**src/rtl/imem_loader_pkg.sv**
```systemverilog
// Shared types and constants for the instruction-memory stream loader.
package imem_loader_pkg;

  typedef enum logic [2:0] {
    IDLE,
    LOAD,
    SETTLE,
    RUN,
    ERROR
  } state_t;

  localparam int DEF_DATA_WIDTH = 32;
  localparam int DEF_ADDR_WIDTH = 6;
  localparam int FETCH_LATENCY  = 2;

endpackage

```
**src/rtl/imem_stream_loader_if.sv**
```systemverilog
// Stream-in and CPU-fetch signal bundle; slave side is the loader, master side the source/CPU.
interface imem_stream_loader_if #(
  parameter int DATA_WIDTH = 32,
  parameter int ADDR_WIDTH = 6
) ();
  logic                  in_valid;
  logic [DATA_WIDTH-1:0] in_data;
  logic [31:0]           in_addr;
  logic                  in_done;
  logic                  fetch_en;
  logic [ADDR_WIDTH-1:0] fetch_addr;
  logic [DATA_WIDTH-1:0] fetch_data;
  logic                  fetch_valid;

  modport slave (
    input  in_valid, in_data, in_addr, in_done, fetch_en, fetch_addr,
    output fetch_data, fetch_valid
  );

  modport master (
    output in_valid, in_data, in_addr, in_done, fetch_en, fetch_addr,
    input  fetch_data, fetch_valid
  );
endinterface

```
**src/rtl/imem_dp_ram.sv**
```systemverilog
// Simple dual-port RAM: write port A, two-stage registered read port B (BRAM with output register).
module imem_dp_ram #(
  parameter int DATA_WIDTH = 32,
  parameter int ADDR_WIDTH = 6,
  parameter int DEPTH      = 64
) (
  input  logic                  clk,
  input  logic                  rst_n,
  input  logic                  we,
  input  logic [ADDR_WIDTH-1:0] waddr,
  input  logic [DATA_WIDTH-1:0] wdata,
  input  logic                  re,
  input  logic [ADDR_WIDTH-1:0] raddr,
  output logic [DATA_WIDTH-1:0] rdata
);
  logic [DATA_WIDTH-1:0] mem [DEPTH];
  logic [DATA_WIDTH-1:0] rd_p0;
  logic                  re_p0;

  always_ff @(posedge clk) begin
    if (we) mem[waddr] <= wdata;
  end

  // Stage 0: array read
  always_ff @(posedge clk) begin
    if (re) rd_p0 <= mem[raddr];
  end

  // Stage 1: output register, holds its value when no read is in flight
  always_ff @(posedge clk) begin
    if (!rst_n) begin
      re_p0 <= 1'b0;
      rdata <= '0;
    end else begin
      re_p0 <= re;
      if (re_p0) rdata <= rd_p0;
    end
  end
endmodule

```
**src/rtl/imem_stream_loader.sv**
```systemverilog
// Loads a contiguous instruction stream into a dual-port IMEM, then releases the CPU and serves fetches.
// Optional IMEM_LOADER_CHECKSUM_EN adds a running sum of accepted words on port checksum.
module imem_stream_loader
  import imem_loader_pkg::*;
#(
  parameter int DATA_WIDTH    = DEF_DATA_WIDTH,
  parameter int ADDR_WIDTH    = DEF_ADDR_WIDTH,
  parameter int DEPTH         = 64,
  parameter int RELEASE_DELAY = 4
) (
  input  logic                  clk,
  input  logic                  rst_n,
  imem_stream_loader_if.slave   bus,
  output logic                  cpu_rst_n,
  output logic                  load_busy,
  output logic                  load_done,
  output logic                  load_error,
  output logic [ADDR_WIDTH:0]   word_count
`ifdef IMEM_LOADER_CHECKSUM_EN
  ,
  output logic [DATA_WIDTH-1:0] checksum
`endif
);
  localparam logic [ADDR_WIDTH:0] DEPTH_W     = (ADDR_WIDTH+1)'(DEPTH);
  localparam logic [3:0]          SETTLE_LAST = 4'(RELEASE_DELAY - 1);

  generate
    if (DEPTH != (1 << ADDR_WIDTH)) begin : g_bad_depth
      $error("DEPTH must equal 2**ADDR_WIDTH");
    end
    if (RELEASE_DELAY < 1 || RELEASE_DELAY > 15) begin : g_bad_delay
      $error("RELEASE_DELAY must be in 1..15");
    end
    if (FETCH_LATENCY != 2) begin : g_bad_lat
      $error("fetch pipeline is built for a latency of 2");
    end
  endgenerate

  state_t     state, state_nx;
  logic [3:0] settle_cnt, settle_cnt_nx;
  logic       addr_ok, accept, rd_en;
  logic       vld_p0, vld_p1;

  // Full-width compare catches addresses beyond DEPTH; the count guard rejects a 65th word.
  assign addr_ok = (bus.in_addr == 32'(word_count)) && (word_count < DEPTH_W);

  always_comb begin
    state_nx      = state;
    settle_cnt_nx = settle_cnt;
    accept        = 1'b0;
    unique case (state)
      IDLE, LOAD: begin
        if (bus.in_valid) begin
          if (addr_ok) begin
            accept   = 1'b1;
            state_nx = bus.in_done ? SETTLE : LOAD;
          end else begin
            state_nx = ERROR;
          end
        end else if (bus.in_done) begin
          state_nx = (state == IDLE) ? ERROR : SETTLE;
        end
      end
      SETTLE: begin
        if (settle_cnt == SETTLE_LAST) begin
          state_nx      = RUN;
          settle_cnt_nx = '0;
        end else begin
          settle_cnt_nx = settle_cnt + 4'd1;
        end
      end
      default: ;
    endcase
  end

  always_ff @(posedge clk) begin
    if (!rst_n) begin
      state      <= IDLE;
      settle_cnt <= '0;
      word_count <= '0;
    end else begin
      state      <= state_nx;
      settle_cnt <= settle_cnt_nx;
      if (accept) word_count <= word_count + (ADDR_WIDTH+1)'(1);
    end
  end

`ifdef IMEM_LOADER_CHECKSUM_EN
  always_ff @(posedge clk) begin
    if (!rst_n)      checksum <= '0;
    else if (accept) checksum <= checksum + bus.in_data;
  end
`endif

  assign cpu_rst_n  = (state == RUN);
  assign load_done  = (state == RUN);
  assign load_error = (state == ERROR);
  assign load_busy  = (state == IDLE) || (state == LOAD) || (state == SETTLE);

  assign rd_en = bus.fetch_en && (state == RUN);

  // Stage boundary: valid tracks the two RAM read stages
  always_ff @(posedge clk) begin
    if (!rst_n) begin
      vld_p0 <= 1'b0;
      vld_p1 <= 1'b0;
    end else begin
      vld_p0 <= rd_en;
      vld_p1 <= vld_p0;
    end
  end

  assign bus.fetch_valid = vld_p1;

  imem_dp_ram #(
    .DATA_WIDTH(DATA_WIDTH),
    .ADDR_WIDTH(ADDR_WIDTH),
    .DEPTH     (DEPTH)
  ) u_ram (
    .clk  (clk),
    .rst_n(rst_n),
    .we   (accept),
    .waddr(bus.in_addr[ADDR_WIDTH-1:0]),
    .wdata(bus.in_data),
    .re   (rd_en),
    .raddr(bus.fetch_addr),
    .rdata(bus.fetch_data)
  );
endmodule

```
**src/flat_wrapper.sv**
```systemverilog
// flat-port wrapper written by rule: the top's interface ports become plain ports
module imem_stream_loader_flat import imem_loader_pkg::*;
#(
  parameter int DATA_WIDTH    = DEF_DATA_WIDTH,
  parameter int ADDR_WIDTH    = DEF_ADDR_WIDTH,
  parameter int DEPTH         = 64,
  parameter int RELEASE_DELAY = 4
)
  (clk, rst_n, cpu_rst_n, load_busy, load_done, load_error, word_count, bus_in_valid, bus_in_data, bus_in_addr, bus_in_done, bus_fetch_en, bus_fetch_addr, bus_fetch_data, bus_fetch_valid);
  imem_stream_loader_if #(.DATA_WIDTH(DATA_WIDTH), .ADDR_WIDTH(ADDR_WIDTH)) bus_i ();
  input  logic clk;
  input  logic rst_n;
  output logic cpu_rst_n;
  output logic load_busy;
  output logic load_done;
  output logic load_error;
  output logic [ADDR_WIDTH:0] word_count;
  input wire logic [$bits(bus_i.in_valid)-1:0] bus_in_valid;
  input wire logic [$bits(bus_i.in_data)-1:0] bus_in_data;
  input wire logic [$bits(bus_i.in_addr)-1:0] bus_in_addr;
  input wire logic [$bits(bus_i.in_done)-1:0] bus_in_done;
  input wire logic [$bits(bus_i.fetch_en)-1:0] bus_fetch_en;
  input wire logic [$bits(bus_i.fetch_addr)-1:0] bus_fetch_addr;
  output wire logic [$bits(bus_i.fetch_data)-1:0] bus_fetch_data;
  output wire logic [$bits(bus_i.fetch_valid)-1:0] bus_fetch_valid;
  assign bus_i.in_valid = bus_in_valid;
  assign bus_i.in_data = bus_in_data;
  assign bus_i.in_addr = bus_in_addr;
  assign bus_i.in_done = bus_in_done;
  assign bus_i.fetch_en = bus_fetch_en;
  assign bus_i.fetch_addr = bus_fetch_addr;
  assign bus_fetch_data = bus_i.fetch_data;
  assign bus_fetch_valid = bus_i.fetch_valid;
  imem_stream_loader #(.DATA_WIDTH(DATA_WIDTH), .ADDR_WIDTH(ADDR_WIDTH), .DEPTH(DEPTH), .RELEASE_DELAY(RELEASE_DELAY)) u_core (.clk(clk), .rst_n(rst_n), .bus(bus_i), .cpu_rst_n(cpu_rst_n), .load_busy(load_busy), .load_done(load_done), .load_error(load_error), .word_count(word_count));
endmodule
```
**config.mk**
```make
export PLATFORM = sky130hd
export DESIGN_NAME = imem_stream_loader_flat
export DESIGN_NICKNAME = d
export VERILOG_FILES = /design/src/rtl/imem_loader_pkg.sv /design/src/rtl/imem_stream_loader_if.sv /design/src/rtl/imem_dp_ram.sv /design/src/rtl/imem_stream_loader.sv /design/src/flat_wrapper.sv
export SDC_FILE = /design/constraint.sdc
export NUM_CORES = 2
export LEC_CHECK = 0
export ABC_AREA = 1
export BUFFER_PORTS_ARGS = -buffer_cell sky130_fd_sc_hd__clkbuf_2
export CORE_MARGIN = 3
export CORE_UTILIZATION = 45
export CTS_CLUSTER_DIAMETER = 30
export DETAILED_ROUTE_END_ITERATION = 10
export PLACE_DENSITY_LB_ADDON = 0.08
export SLEW_MARGIN = 15
export SYNTH_ARGS = -nofsm -noshare
export SYNTH_HDL_FRONTEND = slang
export SYNTH_SLANG_ARGS = --single-unit
```
**constraint.sdc**
```tcl
create_clock -name clk -period 3.6 [get_ports clk]
set_input_delay 0 -clock clk [delete_from_list [all_inputs] [get_ports clk]]
set_output_delay 0 -clock clk [all_outputs]
set_load 0.1 [all_outputs]
```
==> metrics <==
CTS tree=yes; routed len/inst=roughly 26 microns; run status=finished, final reports clean; Power Density=689 nW/um^2; Hold Crit Class=in -> reg; library cells used by synthesis=24; Final Slew Violations=0; Post-Syn Area=between 80,000 and 90,000 sq um; Root Buffer=clkbuf_16; worst hold endpoint=u_core.u_ram.mem[11][5]$_DFFE_PP_; most common cell after layout, fill and taps aside=nand2_1; total global routing track utilization=around 28%; final hold vios=0; P_int=57,500 uW; Final min period=3.48 ns; Clock H-tree levels=5; Std-Cell Rows=158; logic gate share of total power=5.0%; CTS buffer count=471; initial DRC count=5,883; post-synthesis instance total=7,082; clk buf depth=4; crit share post-route=96.8%; Clk Latency, worst-skew pair=between 0.9 and 1 ns; number of remaining DRC errors=0; die area=194,000 sq um; syn avg cell area=12.0 sq um; number of max-cap violations=0; hpwl dp=152,000 microns; Antenna Nets Post-Route=0; Post-Place Worst Slack=0.626 ns; postcts setup bufs=0; share of the synthesized area in the top cell type=73.5%; chip height=440 microns; Max IR drop VDD=0.520 mV; Fill cells=about 15,000; Worst slew margin=21.4%; multi-input logic area=about 20,000 sq um; Critical Path RT=4.22 ns; setup tns final=0 ns; Core ar.=187,000 sq um; RePlAce Congestion=between 0.8 and 0.9; syn nets=about 7,200; CP Max Fanout=26; setup ws final=0.115 ns; hold path startpoint=bus_in_data[5]; leading area contributor after synthesis=edfxtp_1; critical path startpoint category=input pin; Setup Skew=about 0.062 ns; ratio of cells with drive above 1 in the final layout=15.1%; Starting Density=45.5%; final number of setup-violating endpoints=0; Final Net Count=7,638; reg2reg start=u_core.word_count[3]$_SDFFE_PN0P_; clock transition at the registers of the reported paths=~0.050 ns; via/cell ratio=5.59; flop-to-flop setup slack=0.45 ns; crit path DAT=4.11 ns; Yosys warnings=0; Psw=16,200 uW; final wirelength=271,000 microns; CP Capture Type=flip-flop; Final Cell Area=107,000 sq um; FF/Latch Area=between 60,000 and 70,000 sq um; Net Sw Frac=22.0%; PortBufs=118; global-route wire length before repair=393,000 microns; Vias=between 50,000 and 60,000; P_leak=0.0388 uW; die width=440 microns; top-level I/O count=119; synth-to-layout area growth=26.0%; most frequent cells in the layout=2,175 x nand2_1, 2,080 x edfxtp_1, 1,968 x nand3_1, 479 x clkbuf_16, 182 x buf_4; FMAX=between 0.2 and 0.3 GHz; synthesis-stage register bit count=2,128; initial antenna violation count=12; R2R depth=10; hold_ws=0.0687 ns; Critical R2R Capture=u_core.u_ram.mem[47][4]$_DFFE_PP_; sequential area share after synthesis=74.7%; router iterations before antenna repair=6; CP Class=in -> reg; worst slew pin tran=around 1.2 ns; clk sink count=2,128; Sequential Power Share=37.2%; total gr overflow=0; vias in the first global route=roughly 56,000; largest net degree at the start of global routing=168; Worst Hold Depth=1; Clock power frac=57.8%; Synth area leaders=edfxtp_1 74%, nand3_1 12%, nand2_1 9.6%, dfxtp_1 1.1%, clkbuf_1 0.98%; Cell Area, Placed=90,300 sq um
==> cells by family after synthesis <==
family                   after synthesis  synth area share (%)
buffers and inverters                508                  2.50
AND/OR/NAND/NOR                     4390                  22.5
flip-flops                          2128                  74.7
XOR/XNOR                               7                0.0722
AO/OA/AOI/OAI                         47                 0.277
adder cells (fa/ha/maj)                2                0.0295
==> registers in the layout (all words and copies together), names as in the netlist <==
| signal | flops |
|---|---|
| u_core.bus.fetch_valid | 1 |
| u_core.settle_cnt | 4 |
| u_core.u_ram.mem | 2048 |
| u_core.vld_p0 | 1 |
| u_core.state | 3 |
| u_core.u_ram.rdata | 32 |
| u_core.u_ram.rd_p0 | 32 |
| u_core.word_count | 7 |
==> power by group through the flow <==
stage | Clock (uW) | Combinational, uW | Sequential (uW)
final | 42600 | 3710 | 27400
after global routing | 44400 | 4000 | 27400
after CTS | 43000 | 3720 | 27400
after detailed placement | 0 | 3630 | 27800
after global placement | 0 | 3610 | 27800
after floorplan | 0 | 1820 | 27900
==> Yosys cell counts <==
cell and instances:
nand2_1 2175, edfxtp_1 2080, nand3_1 1968, clkbuf_1 221, nor2_1 191, buf_2 158, buf_1 74, dfxtp_1 48
inv_1 47, o21ai_0 37, and2_1 26, nand4_1 19, a21oi_1 10, buf_4 6, nor3_1 6, xor2_1 6
ha_1 2, inv_2 2, and2_0 1, nand3b_1 1, nor2_2 1, nor3b_1 1, or2_2 1, xnor2_1 1
==> layout make-up <==
| class | count | area share, % |
|---|---|---|
| Timing Repair Buffer | 465 | 4.18 |
| Multi-Input combinational cell | 4446 | 18.6 |
| Antenna cell | 4 | 0.00935 |
| Tap cell | 2480 | 2.90 |
| Sequential cell | 2128 | 59.3 |
| Clock buffer | 534 | 11.4 |
| Clock inverter | 327 | 3.46 |
| Inverter | 49 | 0.199 |
==> how the worst max path moves through the flow <==
| stage | from | to | slack [ns] | cells past startpoint |
|---|---|---|---|---|
| finish | bus_in_addr[20] | u_core.u_ram.mem[47][4]$_DFFE_PP_ | 0.12 | 13 |
| floorplan | u_core.word_count[0]$_SDFFE_PN0P_ | u_core.u_ram.mem[0][0]$_DFFE_PP_ | -0.33 | 8 |
| global route | bus_in_addr[17] | u_core.state[0]$_SDFFE_PN0P_ | -0.005 | 15 |
| detailed placement | u_core.word_count[3]$_SDFFE_PN0P_ | u_core.u_ram.mem[18][10]$_DFFE_PP_ | 0.63 | 10 |
| CTS | bus_in_addr[13] | u_core.state[0]$_SDFFE_PN0P_ | 0.25 | 15 |
| global placement | u_core.word_count[4]$_SDFFE_PN0P_ | u_core.u_ram.mem[18][14]$_DFFE_PP_ | 0.55 | 10 |
==> through the flow <==
stage	utilization (%)	cells	total power, uW
after global placement	48.4	9484	31400
after detailed placement	48.4	9484	31500
after global routing	57.3	10400	75800
final	57.3	10400	73700
after floorplan	-	7082	29700
after CTS	57.3	10400	74100
==> metal layers <==
metal | part of all wire, % | global-route usage [%]
met1 | 42 | 38.6
met2 | 47 | 43.5
met3 | 8.0 | 5.41
met4 | 3.4 | 10.0
met5 | 0.010 | 0
==> worst max-delay path, cell delays in order <==
cell	delay, ns
dlygate4sd3_1	0.55
clkbuf_2	0.12
nor2_1	0.13
dlygate4sd3_1	0.60
nand4_1	0.10
dlygate4sd3_1	0.58
nor2_1	0.10
nand2_1	0.07
nor2_2	0.42
nand4_1	0.21
dlygate4sd3_1	0.65
nor2_4	0.27
buf_12	0.26
==> what timing repair did <==
item / 4_1_cts / 5_1_grt
hold buffers: 85 / 0
hold endpoints to repair: 1561 / 0
resized for setup: 0 / 1
endpoints found under the setup margin: 0 / 4
Note: power is estimated with default switching activity, not from simulation.
